===== src/rtl/fb_vport_pkg.sv =====
// Shared types and helpers for the framebuffer video port: FSM states, FIFO entry
// layout, raster total derivation, RGB555 expansion and the colour-bar table.
package fb_vport_pkg;

   typedef enum logic {
      SYNC = 1'b0,
      RUN  = 1'b1
   } state_t;

   typedef struct packed {
      logic        start;
      logic [14:0] pixel;
   } st_word_t;

   function automatic int timing_total(input int active, input int fp, input int sync,
                                       input int bp);
      return active + fp + sync + bp;
   endfunction

   // Bit replication keeps full-scale 5-bit values at full-scale 8-bit.
   function automatic logic [7:0] expand5(input logic [4:0] c);
      return {c, c[4:2]};
   endfunction

   function automatic logic [23:0] rgb555_to_888(input logic [14:0] p);
      return {expand5(p[14:10]), expand5(p[9:5]), expand5(p[4:0])};
   endfunction

   // {R,G,B} on/off per bar, left to right.
   localparam logic [2:0] BAR_RGB [8] = '{3'b111, 3'b110, 3'b011, 3'b010,
                                          3'b101, 3'b100, 3'b001, 3'b000};

   function automatic logic [23:0] bar_colour(input logic [2:0] idx);
      logic [2:0] c;
      c = BAR_RGB[idx];
      return {{8{c[2]}}, {8{c[1]}}, {8{c[0]}}};
   endfunction

endpackage


===== src/rtl/fb_vport_if.sv =====
// Framebuffer pixel stream: master is the pixel source, slave is the video port sink.
interface fb_vport_if;
   logic [14:0] st_data;
   logic        st_start;
   logic        st_dv;
   logic        st_ready;

   modport master (output st_data, output st_start, output st_dv, input st_ready);
   modport slave  (input st_data, input st_start, input st_dv, output st_ready);
endinterface


===== src/rtl/fb_vport_fifo.sv =====
// Synchronous show-ahead FIFO: head entry is visible before it is popped.
// Push when full and pop when empty are ignored.
module fb_vport_fifo #(
   parameter int WIDTH = 16,
   parameter int DEPTH = 16
) (
   input  logic                     i_clk,
   input  logic                     i_rst,
   input  logic                     i_push,
   input  logic [WIDTH-1:0]         i_data,
   input  logic                     i_pop,
   output logic [WIDTH-1:0]         o_head,
   output logic [$clog2(DEPTH):0]   o_count,
   output logic                     o_empty
);
   localparam int AW = $clog2(DEPTH);
   localparam logic [AW:0] FULL_C = (AW+1)'(DEPTH);

   logic [WIDTH-1:0] r_mem [DEPTH];
   logic [AW-1:0]    r_wr_ptr;
   logic [AW-1:0]    r_rd_ptr;
   logic [AW:0]      r_count;
   logic             w_full;
   logic             w_push_ok;
   logic             w_pop_ok;

   assign w_full    = (r_count == FULL_C);
   assign o_empty   = (r_count == '0);
   assign w_push_ok = i_push & ~w_full;
   assign w_pop_ok  = i_pop & ~o_empty;
   assign o_head    = r_mem[r_rd_ptr];
   assign o_count   = r_count;

   always_ff @(posedge i_clk) begin
      if (w_push_ok) r_mem[r_wr_ptr] <= i_data;
   end

   always_ff @(posedge i_clk or posedge i_rst) begin
      if (i_rst) begin
         r_wr_ptr <= '0;
         r_rd_ptr <= '0;
         r_count  <= '0;
      end else begin
         if (w_push_ok) r_wr_ptr <= r_wr_ptr + 1'b1;
         if (w_pop_ok)  r_rd_ptr <= r_rd_ptr + 1'b1;
         r_count <= r_count + (AW+1)'(w_push_ok) - (AW+1)'(w_pop_ok);
      end
   end
endmodule


===== src/rtl/fb_vport_gen.sv =====
// Video timing generator and pixel-stream sink; locks the stream to the raster on START.
// Define FB_VPORT_TEST_PATTERN_EN to add iPATTERN and the colour-bar generator.
module fb_vport_gen
   import fb_vport_pkg::*;
#(
   parameter int H_ACTIVE   = 640,
   parameter int H_FP       = 16,
   parameter int H_SYNC     = 96,
   parameter int H_BP       = 48,
   parameter int V_ACTIVE   = 480,
   parameter int V_FP       = 10,
   parameter int V_SYNC     = 2,
   parameter int V_BP       = 33,
   parameter bit HS_POL     = 1'b0,
   parameter bit VS_POL     = 1'b0,
   parameter int FIFO_DEPTH = 16
) (
   input  logic       iCLK,
   input  logic       iRESET,
`ifdef FB_VPORT_TEST_PATTERN_EN
   input  logic       iPATTERN,
`endif
   fb_vport_if.slave  st,
   output logic [7:0] oRED,
   output logic [7:0] oGRN,
   output logic [7:0] oBLU,
   output logic       oHS,
   output logic       oVS,
   output logic       oDE,
   output logic       oLOCKED,
   output logic       oUNDERFLOW
);
   localparam int H_TOTAL = timing_total(H_ACTIVE, H_FP, H_SYNC, H_BP);
   localparam int V_TOTAL = timing_total(V_ACTIVE, V_FP, V_SYNC, V_BP);
   localparam int HW = $clog2(H_TOTAL + 1);
   localparam int VW = $clog2(V_TOTAL + 1);
   localparam int CW = $clog2(FIFO_DEPTH) + 1;

   localparam logic [HW-1:0] H_ACT_C  = HW'(H_ACTIVE);
   localparam logic [HW-1:0] HS_BEG_C = HW'(H_ACTIVE + H_FP);
   localparam logic [HW-1:0] HS_END_C = HW'(H_ACTIVE + H_FP + H_SYNC);
   localparam logic [HW-1:0] H_LAST_C = HW'(H_TOTAL - 1);
   localparam logic [VW-1:0] V_ACT_C  = VW'(V_ACTIVE);
   localparam logic [VW-1:0] VS_BEG_C = VW'(V_ACTIVE + V_FP);
   localparam logic [VW-1:0] VS_END_C = VW'(V_ACTIVE + V_FP + V_SYNC);
   localparam logic [VW-1:0] V_LAST_C = VW'(V_TOTAL - 1);
   localparam logic [CW-1:0] FIFO_C   = CW'(FIFO_DEPTH);

   logic [HW-1:0] r_hcnt;
   logic [VW-1:0] r_vcnt;
   state_t        r_state;
   logic [7:0]    r_red, r_grn, r_blu;
   logic          r_hs, r_vs, r_de, r_locked, r_underflow;

   st_word_t      w_head;
   logic [CW-1:0] w_count;
   logic          w_empty, w_push, w_pop, w_drop, w_show;
   logic          w_h_last, w_v_last, w_frame_end, w_origin, w_active;
   logic          w_hs_on, w_vs_on, w_head_start;
   logic          w_pat_req, w_pat_on;
   logic [23:0]   w_bar;
   logic [23:0]   w_rgb;

   assign st.st_ready = ~iRESET & (w_count < FIFO_C);
   assign w_push      = st.st_dv & st.st_ready;

   fb_vport_fifo #(
      .WIDTH (16),
      .DEPTH (FIFO_DEPTH)
   ) u_fifo (
      .i_clk   (iCLK),
      .i_rst   (iRESET),
      .i_push  (w_push),
      .i_data  ({st.st_start, st.st_data}),
      .i_pop   (w_pop),
      .o_head  (w_head),
      .o_count (w_count),
      .o_empty (w_empty)
   );

   assign w_h_last     = (r_hcnt == H_LAST_C);
   assign w_v_last     = (r_vcnt == V_LAST_C);
   assign w_frame_end  = w_h_last & w_v_last;
   assign w_origin     = (r_hcnt == '0) && (r_vcnt == '0);
   assign w_active     = (r_hcnt < H_ACT_C) && (r_vcnt < V_ACT_C);
   assign w_hs_on      = (r_hcnt >= HS_BEG_C) && (r_hcnt < HS_END_C);
   assign w_vs_on      = (r_vcnt >= VS_BEG_C) && (r_vcnt < VS_END_C);
   assign w_head_start = ~w_empty & w_head.start;

`ifdef FB_VPORT_TEST_PATTERN_EN
   localparam int BAR_W = H_ACTIVE / 8;
   logic r_pattern;

   // Pattern selection only changes at the frame boundary.
   always_ff @(posedge iCLK or posedge iRESET) begin
      if (iRESET)           r_pattern <= 1'b0;
      else if (w_frame_end) r_pattern <= iPATTERN;
   end

   assign w_pat_req = iPATTERN;
   assign w_pat_on  = r_pattern;
   assign w_bar     = bar_colour(3'(32'(r_hcnt) / BAR_W));
`else
   assign w_pat_req = 1'b0;
   assign w_pat_on  = 1'b0;
   assign w_bar     = 24'h0;
`endif

   // SYNC drains stale pixels but keeps a start-flagged head for the next frame.
   always_comb begin
      w_pop  = 1'b0;
      w_drop = 1'b0;
      w_show = 1'b0;
      case (r_state)
         SYNC: w_pop = ~w_empty & ~w_head.start;
         RUN: begin
            if (w_active) begin
               if (w_empty || (w_head.start && !w_origin)) begin
                  w_drop = 1'b1;
               end else begin
                  w_pop  = 1'b1;
                  w_show = 1'b1;
               end
            end
         end
         default: ;
      endcase
   end

   always_comb begin
      w_rgb = 24'h0;
      if (w_show)                   w_rgb = rgb555_to_888(w_head.pixel);
      else if (w_pat_on && w_active) w_rgb = w_bar;
   end

   always_ff @(posedge iCLK or posedge iRESET) begin
      if (iRESET) begin
         r_hcnt      <= '0;
         r_vcnt      <= '0;
         r_state     <= SYNC;
         r_red       <= 8'h0;
         r_grn       <= 8'h0;
         r_blu       <= 8'h0;
         r_de        <= 1'b0;
         r_hs        <= ~HS_POL;
         r_vs        <= ~VS_POL;
         r_locked    <= 1'b0;
         r_underflow <= 1'b0;
      end else begin
         if (w_h_last) begin
            r_hcnt <= '0;
            r_vcnt <= w_v_last ? '0 : r_vcnt + 1'b1;
         end else begin
            r_hcnt <= r_hcnt + 1'b1;
         end
         r_de                  <= w_active;
         r_hs                  <= w_hs_on ? HS_POL : ~HS_POL;
         r_vs                  <= w_vs_on ? VS_POL : ~VS_POL;
         {r_red, r_grn, r_blu} <= w_rgb;
         r_underflow           <= w_drop;
         case (r_state)
            SYNC: begin
               if (w_frame_end && w_head_start && !w_pat_req) begin
                  r_state  <= RUN;
                  r_locked <= 1'b1;
               end
            end
            RUN: begin
               if (w_drop || (w_frame_end && (!w_head_start || w_pat_req))) begin
                  r_state  <= SYNC;
                  r_locked <= 1'b0;
               end
            end
            default: begin
               r_state  <= SYNC;
               r_locked <= 1'b0;
            end
         endcase
      end
   end

   assign oRED       = r_red;
   assign oGRN       = r_grn;
   assign oBLU       = r_blu;
   assign oHS        = r_hs;
   assign oVS        = r_vs;
   assign oDE        = r_de;
   assign oLOCKED    = r_locked;
   assign oUNDERFLOW = r_underflow;
endmodule

===== src/flat_wrapper.sv =====
// flat-port wrapper written by rule: the top's interface ports become plain ports
module fb_vport_gen_flat import fb_vport_pkg::*;
#(
   parameter int H_ACTIVE   = 640,
   parameter int H_FP       = 16,
   parameter int H_SYNC     = 96,
   parameter int H_BP       = 48,
   parameter int V_ACTIVE   = 480,
   parameter int V_FP       = 10,
   parameter int V_SYNC     = 2,
   parameter int V_BP       = 33,
   parameter bit HS_POL     = 1'b0,
   parameter bit VS_POL     = 1'b0,
   parameter int FIFO_DEPTH = 16
)
  (iCLK, iRESET, oRED, oGRN, oBLU, oHS, oVS, oDE, oLOCKED, oUNDERFLOW, st_st_data, st_st_start, st_st_dv, st_st_ready);
  fb_vport_if st_i ();
  input  logic iCLK;
  input  logic iRESET;
  output logic [7:0] oRED;
  output logic [7:0] oGRN;
  output logic [7:0] oBLU;
  output logic oHS;
  output logic oVS;
  output logic oDE;
  output logic oLOCKED;
  output logic oUNDERFLOW;
  input wire logic [$bits(st_i.st_data)-1:0] st_st_data;
  input wire logic [$bits(st_i.st_start)-1:0] st_st_start;
  input wire logic [$bits(st_i.st_dv)-1:0] st_st_dv;
  output wire logic [$bits(st_i.st_ready)-1:0] st_st_ready;
  assign st_i.st_data = st_st_data;
  assign st_i.st_start = st_st_start;
  assign st_i.st_dv = st_st_dv;
  assign st_st_ready = st_i.st_ready;
  fb_vport_gen #(.H_ACTIVE(H_ACTIVE), .H_FP(H_FP), .H_SYNC(H_SYNC), .H_BP(H_BP), .V_ACTIVE(V_ACTIVE), .V_FP(V_FP), .V_SYNC(V_SYNC), .V_BP(V_BP), .HS_POL(HS_POL), .VS_POL(VS_POL), .FIFO_DEPTH(FIFO_DEPTH)) u_core (.iCLK(iCLK), .iRESET(iRESET), .st(st_i), .oRED(oRED), .oGRN(oGRN), .oBLU(oBLU), .oHS(oHS), .oVS(oVS), .oDE(oDE), .oLOCKED(oLOCKED), .oUNDERFLOW(oUNDERFLOW));
endmodule

===== config.mk =====
export PLATFORM = sky130hd
export DESIGN_NAME = fb_vport_gen_flat
export DESIGN_NICKNAME = d
export VERILOG_FILES = /design/src/rtl/fb_vport_pkg.sv /design/src/rtl/fb_vport_if.sv /design/src/rtl/fb_vport_fifo.sv /design/src/rtl/fb_vport_gen.sv /design/src/flat_wrapper.sv
export SDC_FILE = /design/constraint.sdc
export NUM_CORES = 1
export LEC_CHECK = 0
export ABC_AREA = 1
export CAP_MARGIN = 20
export CORE_MARGIN = 2
export CORE_UTILIZATION = 55
export DETAILED_ROUTE_END_ITERATION = 8
export PLACE_DENSITY = 0.84
export SYNTH_ARGS = -nofsm -noshare
export SYNTH_HDL_FRONTEND = slang
export SYNTH_SLANG_ARGS = --single-unit

===== constraint.sdc =====
create_clock -name iCLK -period 2.6 [get_ports iCLK]
set_clock_uncertainty 0.1 [all_clocks]
set_input_delay 0.26 -clock iCLK [delete_from_list [all_inputs] [get_ports iCLK]]
set_output_delay 0.26 -clock iCLK [all_outputs]
set_load 0.02 [all_outputs]

==> results.yml, run 1 <==
outcome:
  outcome: "finished with violations"
  violations: "hold timing, setup timing"
yosys:
  ys_warn_count: 0
  syn_area_um2: 12800
  avgSynthCellArea_um2: 12.5
  ys_top_cells_by_count: "nand2_1, edfxtp_1, a21oi_1"
  syn-num-nets: 1065
  synth_edf_count: 256
  post-synth-top-count-cell: "nand2_1"
  ys_seq_area_share_pct: 70.4
  yosysTopAreaCell: "edfxtp_1"
  synthesis.instances: 1029
  async_flop_share_pct: 17.4
  yosys.area.top_type_share_pct: 59.9
  synthTopCellsByArea: "edfxtp_1, dfrtp_1, nand2_1"
  ys_types: 41
  synth_flop_cell: "edfxtp_1"
  ys_seq_elements: 310
power:
  p_int_mw: 9.80
  peakVddDrop_mv: 0.637
  p_comb_share_pct: 32.0
  p_clk_share_pct: 28.9
  leakage_nw: 5.62
  power.switching_mw: 5.03
  seq_power_share_pct: 39.1
  swShare_pct: 33.9
  powerDensity_nw_per_um2: 981
worst_setup_path:
  cp-start-kind: "flop"
  required_ps: 2970
  crit_type: "reg2reg"
  r2r-start: "u_core.u_fifo.r_rd_ptr[0]$_DFFE_PP0P_"
  path_cells: "buf_6 -> nand2_1 -> nand3_1 -> nand3_1 -> nand3_2 -> nand2_2 -> nand2_2 -> nand3_4 -> nand2_4 -> nand2_4 -> inv_4 -> ha_4 -> inv_2 -> ha_4 -> inv_2 -> fa_2 -> o21ai_2 -> xor2_1"
  critical-path-slowest-cell: "dfrtp_4"
  path_buf_inv: 4
  worstPathMaxFanout: 6
  slowest_delay_ps: 520
  reg2reg_depth: 18
  arrival_ps: 3100
  endpoint_kind: "flop"
  ff2ff_setup_slack_ps: -120
  critPathTopFamily: "simple AND/OR/NAND/NOR gates"
  worst_r2r_endpoint: "u_core.u_fifo.o_count[4]$_DFF_PP0_"
routing:
  viasPerCell: 5.98
  drc: 0
  finalWirelength_mm: 30.6
  drtAntennaViolNets: 0
  first_pass_iters: 9
  vias: 8652
  avgRoutedWirePerCell_um: 21.2
  drtIter0Drc: 1042
clocking:
  root_buffer: "clkbuf_16"
  cts_tree: "done"
  cts.sink_count: 310
  clk_pin_slew_ps: 60
  clk_latency_ps: 560
  htree_levels: 1
  clockBufferDepth: 3
  cts_buffers: 30
floorplan:
  dieArea_um2: 24600
  io_pins: 49
  dieHeight_um: 157
  core_um2: 22800
  initial_core_util_pct: 56.3
  rows: 55
  die-width_um: 157
timing:
  fmax_mhz: 367
  rsz0062_at_grt: "true"
  fin_ws_ps: -123
  max_slew_margin_pct: 52.9
  tightest_slew_ps: 706
  post-route-min-period_ps: 2720
  setup_viol: 4
  finalMaxSlewViolations: 0
  fin_crit_sh_pct: 105
  whs_ps: -12.9
  finalHoldViolCount: 20
global_routing:
  grt_pass1_wl_mm: 47.3
  gr-total-overflow: 0
  grt_pass1_vias: 8602
  antenna_found_initial: 0
  grt_max_degree: 92
  grt_use_total_pct: 25.3
cells_and_area:
  area_growth_pct: 17.8
  drive_above_1_share_pct: 14.8
  diodes: 0
  n_fill_cell: 1451
  final_nets: 1147
hold_path:
  hold_path.class: "in2async"
placement:
  dp_hpwl_mm: 16.5
  gp_congestion: 0.864
  place_ws_ps: -187
  io_buffer_count: 48
flow_run:
  maxCapViolCount: 0
-- worst max path at each step --
| stage | start | end | slack, ps | depth (start not counted) |
|---|---|---|---|---|
| after floorplan | u_core.u_fifo.o_count[4]$_DFF_PP0_ | u_core.u_fifo.r_mem[11][0]$_DFFE_PP_ | -10 | 3 |
| after global placement | u_core.u_fifo.r_rd_ptr[0]$_DFFE_PP0P_ | u_core.u_fifo.o_count[4]$_DFF_PP0_ | -20 | 19 |
| after detailed placement | u_core.u_fifo.r_rd_ptr[0]$_DFFE_PP0P_ | u_core.u_fifo.o_count[4]$_DFF_PP0_ | -190 | 18 |
| after CTS | u_core.u_fifo.r_rd_ptr[0]$_DFFE_PP0P_ | u_core.u_fifo.o_count[4]$_DFF_PP0_ | -110 | 19 |
| after global routing | u_core.u_fifo.r_rd_ptr[0]$_DFFE_PP0P_ | u_core.u_fifo.o_count[4]$_DFF_PP0_ | -210 | 19 |
| final | u_core.u_fifo.r_rd_ptr[0]$_DFFE_PP0P_ | u_core.u_fifo.o_count[4]$_DFF_PP0_ | -120 | 18 |
-- metal layers --
layer / global-route usage (%) / vias to the layer above / share of wire [%]
met2: 43.4 / 558 / 50
met5: 0 / - / 0
li1: - / 3833 / -
met3: 4.32 / 87 / 9.6
met1: 32.7 / 4174 / 37
met4: 9.09 / 0 / 3.4
-- sequential cells by signal, summed over array words and instances (netlist names) --
| register | count |
|---|---|
| u_core.oHS | 1 |
| u_core.oDE | 1 |
| u_core.oRED | 5 |
| u_core.oBLU | 5 |
| u_core.r_state | 1 |
| u_core.r_vcnt | 10 |
| u_core.oVS | 1 |
| u_core.r_hcnt | 10 |
| u_core.oGRN | 5 |
| u_core.oUNDERFLOW | 1 |
| u_core.u_fifo.r_mem | 256 |
| u_core.u_fifo.o_count | 5 |
| u_core.u_fifo.r_rd_ptr | 4 |
| u_core.oLOCKED | 1 |
| u_core.u_fifo.r_wr_ptr | 4 |
-- kinds of logic after synthesis --
family,count (synthesis),share of synthesized area (%)
and+or+nand+nor,361,11.8
DFF,310,70.4
AOI/OAI and AO/OA,202,10.3
buffers and inverters,125,4.84
adders and majority gates,17,1.72
xor gates and xnor gates,14,0.955
-- power groups by stage --
stage          combinational [mW]  sequential, mW  clock [mW]
6_report                     4.74            5.80        4.28
5_1_grt                      5.20            5.82        4.48
4_1_cts                      4.54            5.79        4.30
3_5_place_dp                 4.24            5.89           0
3_3_place_gp                 4.02            5.88           0
2_1_floorplan                3.23            5.82           0
-- layout make-up --
| type | instances | area (um2) | share of cell area [%] |
|---|---|---|---|
| inverter | 64 | 249 | 1.65 |
| timing repair buffer | 111 | 1150 | 7.62 |
| sequential | 310 | 9050 | 59.8 |
| multi-input combinational | 594 | 3300 | 21.8 |
| tap | 313 | 392 | 2.59 |
| clock inverter | 14 | 133 | 0.877 |
| clock buffer | 42 | 847 | 5.60 |
-- per-stage QoR --
step                      setup TNS [ps]  power, mW  cell area (um2)  utilization (%)  cells
after floorplan                     -428       9.06            12800                -   1029
after global placement             -20.4       9.90            14000             61.4   1383
after detailed placement            -338       10.1            14000             61.4   1383
after CTS                           -195       14.6            15100             66.2   1446
after global routing                -663       15.5            15100             66.4   1448
final                               -327       14.8            15100             66.4   1448
-- repair_timing --
| item | CTS | global route |
|---|---|---|
| resized for setup | 17 | 10 |
| setup endpoints to repair | 3 | 16 |
| hold buffers | 0 | 0 |
| setup buffers | 7 | 2 |
| pin swaps | 9 | 7 |
-- cell usage in the layout, fill, tap and decap left out, types with 11 or more instances in the layout --
cell,count
nor2_2,19
edfxtp_1,256
clkbuf_16,31
nand2_1,257
buf_4,45
o211ai_1,16
nand3_1,23
dfrtp_1,49
a21oi_1,111
a32o_1,16
a221o_1,15
nor2_1,27
buf_12,15
o311ai_1,14
ha_1,13
clkdlybuf4s50_1,48
a22oi_1,15
xor2_1,11
inv_1,53
Note: power is estimated with default switching activity, not from simulation.
==> run 2: changes to the inputs <==
--- a/config.mk
+++ b/config.mk
@@ -7,5 +7,5 @@
 export LEC_CHECK = 0
 export ABC_AREA = 1
-export CAP_MARGIN = 20
+export CAP_MARGIN = 0
 export CORE_MARGIN = 2
 export CORE_UTILIZATION = 55
==> constraint.sdc (replaced) <==
create_clock -name iCLK -period 2.6 [get_ports iCLK]
set_clock_uncertainty 0.1 [all_clocks]
set_input_delay 0.39 -clock iCLK [delete_from_list [all_inputs] [get_ports iCLK]]
set_output_delay 0.39 -clock iCLK [all_outputs]
set_load 0.005 [all_outputs]
==> results.yml, run 2 (synthesis gave the netlist of run 1 again) <==
outcome:
  outcome: "finished with violations"
  violations: "setup timing"
power:
  powerDensity_nw_per_um2: 1010
  p_total_mw: 15.4
  peakVddDrop_mv: 0.639
  leakage_nw: 5.71
timing:
  post-route-min-period_ps: 2720
  finalHoldViolCount: 0
  fin_crit_sh_pct: 105
  setup_viol: 3
  max_slew_margin_pct: 34.6
  fmax_mhz: 368
  finalSetupTns_ps: -253
  tightest_slew_ps: 981
  rsz0062_at_grt: "true"
  finalMaxSlewViolations: 0
  fin_ws_ps: -119
floorplan:
  initial_core_util_pct: 56.3
  io_pins: 49
  rows: 55
  dieArea_um2: 24600
  dieHeight_um: 157
  die-width_um: 157
  core_um2: 22800
global_routing:
  gr-total-overflow: 0
  antenna_found_initial: 0
  grt_pass1_vias: 8647
  grt_max_degree: 89
  grt_use_total_pct: 25.8
  grt_pass1_wl_mm: 48.0
cells_and_area:
  biggestRegsByFlops: "u_core.u_fifo.r_mem: 256 flops, u_core.r_hcnt: 10 flops, u_core.r_vcnt: 10 flops"
  largest_register_ffs: 256
  diodes: 0
  final_common_cell: "nand2_1"
  final_nets: 1152
  final_cell_mix: "nand2_1, edfxtp_1, a21oi_1"
  top_register: "u_core.u_fifo.r_mem"
  fin_util_pct: 67.3
  drive_above_1_share_pct: 16.0
  area_growth_pct: 19.5
routing:
  finalWirelength_mm: 31.3
  first_pass_iters: 5
  viasPerCell: 6.05
  drtAntennaViolNets: 0
  drc: 0
  drtIter0Drc: 1177
  avgRoutedWirePerCell_um: 21.6
  vias: 8788
worst_setup_path:
  endpoint_kind: "flop"
  worst_r2r_endpoint: "u_core.u_fifo.o_count[2]$_DFF_PP0_"
  worstPathMaxFanout: 6
  required_ps: 2940
  ff2ff_setup_slack_ps: -120
  r2r-start: "u_core.u_fifo.r_rd_ptr[0]$_DFFE_PP0P_"
  arrival_ps: 3060
  reg2reg_depth: 18
  crit_type: "reg2reg"
  cp-start-kind: "flop"
clocking:
  htree_levels: 1
  cts_tree: "done"
  clockBufferDepth: 3
  root_buffer: "clkbuf_16"
  clk_latency_ps: 560
  clk_pin_slew_ps: 70
  cts_buffers: 30
  cts.sink_count: 310
  ctsHoldBuffers: 0
placement:
  gp_congestion: 0.867
  dp_hpwl_mm: 17.2
  place_ws_ps: -141
  io_buffer_count: 48
flow_run:
  maxCapViolCount: 0
hold_path:
  hold_path.class: "in2async"
## run 2: cell types whose count changed in the layout (fill, tap and decap cells not counted), sizes merged
cell,before,now
inv,63,62
clkbuf,42,36
clkinvlp,1,5
buf,63,67
clkinv,12,10
bufinv,2,8
## run 2: worst max-delay path, cell delays in order (launching register included)
cell,delay [ps]
dfrtp_4,540
clkinv_4,90
nand2_1,80
nand3_1,100
nand3_1,110
nand3_2,110
nand2_2,70
nand2_2,90
nand3_4,80
nand2_4,90
nand2_4,50
inv_4,50
ha_4,180
inv_2,60
ha_4,120
inv_2,40
fa_2,360
buf_4,150
xnor2_1,110
## run 2: power breakdown
group / total [mW] / internal, mW / switching, mW
registers: 5.81 / 5.63 / 0.183
clock network: 4.92 / 3.04 / 1.89
logic: 4.70 / 1.64 / 3.05
total: 15.4 / 10.3 / 5.12
## run 2: cell type report
type	count	area (um2)
inverters	64	249
multi-input cells	594	3300
repair inverters	1	5.00
fillers	1435	7440
clock buffers	36	815
clock inverters	20	327
repair buffers	115	1200
well taps	313	392
flip-flops and latches	310	9050
## run 2: timing repair
| action | 4_1_cts | 5_1_grt |
|---|---|---|
| gates resized for setup | 13 | 11 |
| pin swaps | 11 | 11 |
| gates cloned | 1 | 0 |
| buffers inserted | 3 | 2 |
| setup endpoints to repair | 3 | 10 |
## run 2: routing by layer
metal	global-route usage, %	share of wire, %	up-vias
met5	0	0	-
met4	11.1	3.7	0
met3	4.76	9.8	96
met2	42.0	49	584
met1	34.3	38	4253
li1	-	-	3855
## run 2: how the worst max path moves through the flow
stage                     slack [ps]                                  to                                  start
after floorplan                  0.5  u_core.u_fifo.o_count[4]$_DFF_PP0_  u_core.u_fifo.r_rd_ptr[0]$_DFFE_PP0P_
after global placement           -20  u_core.u_fifo.o_count[4]$_DFF_PP0_  u_core.u_fifo.r_rd_ptr[0]$_DFFE_PP0P_
after detailed placement        -140  u_core.u_fifo.o_count[4]$_DFF_PP0_  u_core.u_fifo.r_rd_ptr[0]$_DFFE_PP0P_
after CTS                        -50  u_core.u_fifo.o_count[4]$_DFF_PP0_  u_core.u_fifo.r_rd_ptr[0]$_DFFE_PP0P_
after global routing            -220  u_core.u_fifo.o_count[2]$_DFF_PP0_  u_core.u_fifo.r_rd_ptr[0]$_DFFE_PP0P_
final                           -120  u_core.u_fifo.o_count[2]$_DFF_PP0_  u_core.u_fifo.r_rd_ptr[0]$_DFFE_PP0P_
## run 2: through the flow
| stage | cells | hold slack (ps) | area, um2 |
|---|---|---|---|
| floorplan | 1029 | 332 | 12900 |
| global placement | 1391 | 382 | 14100 |
| detailed placement | 1391 | 384 | 14100 |
| CTS | 1451 | 114 | 15300 |
| global route | 1453 | 164 | 15300 |
| finish | 1453 | 105 | 15300 |
==> run 3: changes to the inputs <==
Settings changed: REMOVE_ABC_BUFFERS set to 1.
==> results.yml, run 3 (synthesis gave the netlist of run 1 again) <==
clocking:
  cts.sink_count: 310
  root_buffer: "clkbuf_16"
  clk_latency_ps: 560
  clockBufferDepth: 3
  ctsHoldBuffers: 0
  htree_levels: 1
  cts_buffers: 29
  clk_pin_slew_ps: 70
  cts_tree: "done"
cells_and_area:
  diodes: 0
  top_register: "u_core.u_fifo.r_mem"
  largest_register_ffs: 256
  multi_input_area_um2: 3360
  fin_util_pct: 68.4
  final-seq-area_um2: 9050
  final_common_cell: "edfxtp_1"
  area_growth_pct: 21.4
  biggestRegsByFlops: "u_core.u_fifo.r_mem: 256 flops, u_core.r_hcnt: 10 flops, u_core.r_vcnt: 10 flops"
  drive_above_1_share_pct: 19.3
  n_fill_cell: 1443
  final_nets: 1186
  final_cell_mix: "edfxtp_1, nand2_1, a21oi_1"
  final_cells: 1486
timing:
  post-route-min-period_ps: 2710
  fin_ws_ps: -114
  setup_viol: 3
  fmax_mhz: 368
  rsz0062_at_grt: "true"
  tightest_slew_ps: 804
  finalHoldViolCount: 0
  max_slew_margin_pct: 46.4
  finalSetupTns_ps: -277
  fin_crit_sh_pct: 104
  finalMaxSlewViolations: 0
worst_setup_path:
  critical-path-slowest-cell: "dfrtp_4"
  crit_top_cell: "nand2_4"
  reg2reg_depth: 19
  arrival_ps: 3100
  worst_r2r_endpoint: "u_core.u_fifo.o_count[4]$_DFF_PP0_"
  endpoint_kind: "flop"
  crit_type: "reg2reg"
  required_ps: 2990
  ff2ff_setup_slack_ps: -110
  cp-start-kind: "flop"
  worstPathMaxFanout: 6
  slowest_delay_ps: 530
  path_cells: "buf_6 -> nand2_4 -> nand2_4 -> nand2_2 -> nand3_2 -> nand3_2 -> nand2_2 -> nand2_4 -> nand3_4 -> nand2_4 -> nand2_4 -> inv_4 -> ha_4 -> inv_4 -> ha_4 -> inv_2 -> fa_2 -> o21ai_2 -> xor2_1"
  r2r-start: "u_core.u_fifo.r_rd_ptr[0]$_DFFE_PP0P_"
routing:
  first_pass_iters: 5
  vias: 8965
  drtIter0Drc: 1077
  finalWirelength_mm: 32.0
  viasPerCell: 6.03
  drtAntennaViolNets: 0
  drc: 0
  avgRoutedWirePerCell_um: 21.5
floorplan:
  initial_core_util_pct: 56.3
  dieHeight_um: 157
  io_pins: 49
  die-width_um: 157
  dieArea_um2: 24600
  core_um2: 22800
  rows: 55
global_routing:
  gr-total-overflow: 0
  antenna_found_initial: 0
  grt_pass1_wl_mm: 47.9
  grt_pass1_vias: 8720
  grt_max_degree: 103
  grt_use_total_pct: 25.8
placement:
  gp_congestion: 0.808
  dp_hpwl_mm: 17.3
  io_buffer_count: 48
  dp_cells: 1418
flow_run:
  maxCapViolCount: 0
power:
  peakVddDrop_mv: 0.842
  leakage_nw: 5.89
  powerDensity_nw_per_um2: 1020
hold_path:
  hold_path.class: "in2async"
outcome:
  violations: "setup timing"
  outcome: "finished with violations"
run 3: worst max-delay path by stage:
stage | start | end | slack (ps) | depth (start not counted)
finish | u_core.u_fifo.r_rd_ptr[0]$_DFFE_PP0P_ | u_core.u_fifo.o_count[4]$_DFF_PP0_ | -110 | 19
floorplan | u_core.u_fifo.r_rd_ptr[0]$_DFFE_PP0P_ | u_core.u_fifo.o_count[4]$_DFF_PP0_ | -3510 | 18
global route | u_core.u_fifo.r_rd_ptr[0]$_DFFE_PP0P_ | u_core.u_fifo.o_count[4]$_DFF_PP0_ | -210 | 19
CTS | u_core.u_fifo.r_rd_ptr[0]$_DFFE_PP0P_ | u_core.u_fifo.o_count[2]$_DFF_PP0_ | -80 | 19
detailed placement | u_core.u_fifo.r_rd_ptr[0]$_DFFE_PP0P_ | u_core.u_fifo.o_count[4]$_DFF_PP0_ | -280 | 19
global placement | u_core.u_fifo.r_rd_ptr[0]$_DFFE_PP0P_ | u_core.u_fifo.o_count[4]$_DFF_PP0_ | -160 | 19
run 3: critical path: cells and delay by family (launching register included):
| family | cells | cell delay, ps |
|---|---|---|
| buffers and inverters | 4 | 280 |
| adders and majority gates | 3 | 660 |
| AOI/OAI and AO/OA | 1 | 160 |
| xor gates and xnor gates | 1 | 140 |
| and+or+nand+nor | 10 | 760 |
| DFF | 1 | 530 |
run 3: through the flow:
stage | total power [mW] | cell area, um2 | hold slack, ps | worst slack (ps)
2_1_floorplan | 8.73 | 12500 | 332 | -3510
3_3_place_gp | 9.99 | 14200 | 378 | -165
3_5_place_dp | 10.2 | 14200 | 386 | -276
4_1_cts | 15.5 | 15500 | 281 | -81.7
5_1_grt | 16.5 | 15600 | 328 | -212
6_report | 15.9 | 15600 | 251 | -114
run 3: routing by layer:
| layer | wire length [um] | track usage (%) | vias up |
|---|---|---|---|
| met3 | 2770 | 3.93 | 117 |
| met2 | 15800 | 43.2 | 549 |
| met5 | 0 | 0 | - |
| met4 | 1400 | 11.0 | 0 |
| li1 | - | - | 3920 |
| met1 | 12000 | 33.8 | 4379 |
run 3: timing repair:
action                                  4_1_cts  5_1_grt
gates resized for setup                      33       18
buffers inserted                             10        4
endpoints found under the setup margin        3        5
pin swaps                                    11       11
run 3: final cells by class:
type                       count  share of cell area (%)
tap                          313                    2.51
multi-input combinational    594                    21.5
clock inverter                21                    2.44
sequential                   310                    58.1
timing repair buffer         151                    8.95
clock buffer                  33                    4.88
inverter                      64                    1.61
run 3: report_power, final:
group          total, mW  leakage (nW)  switching (mW)  internal [mW]
Sequential          5.80          3.00           0.173           5.63
Clock               5.01         0.545            1.90           3.11
Combinational       5.06          2.34            3.19           1.86
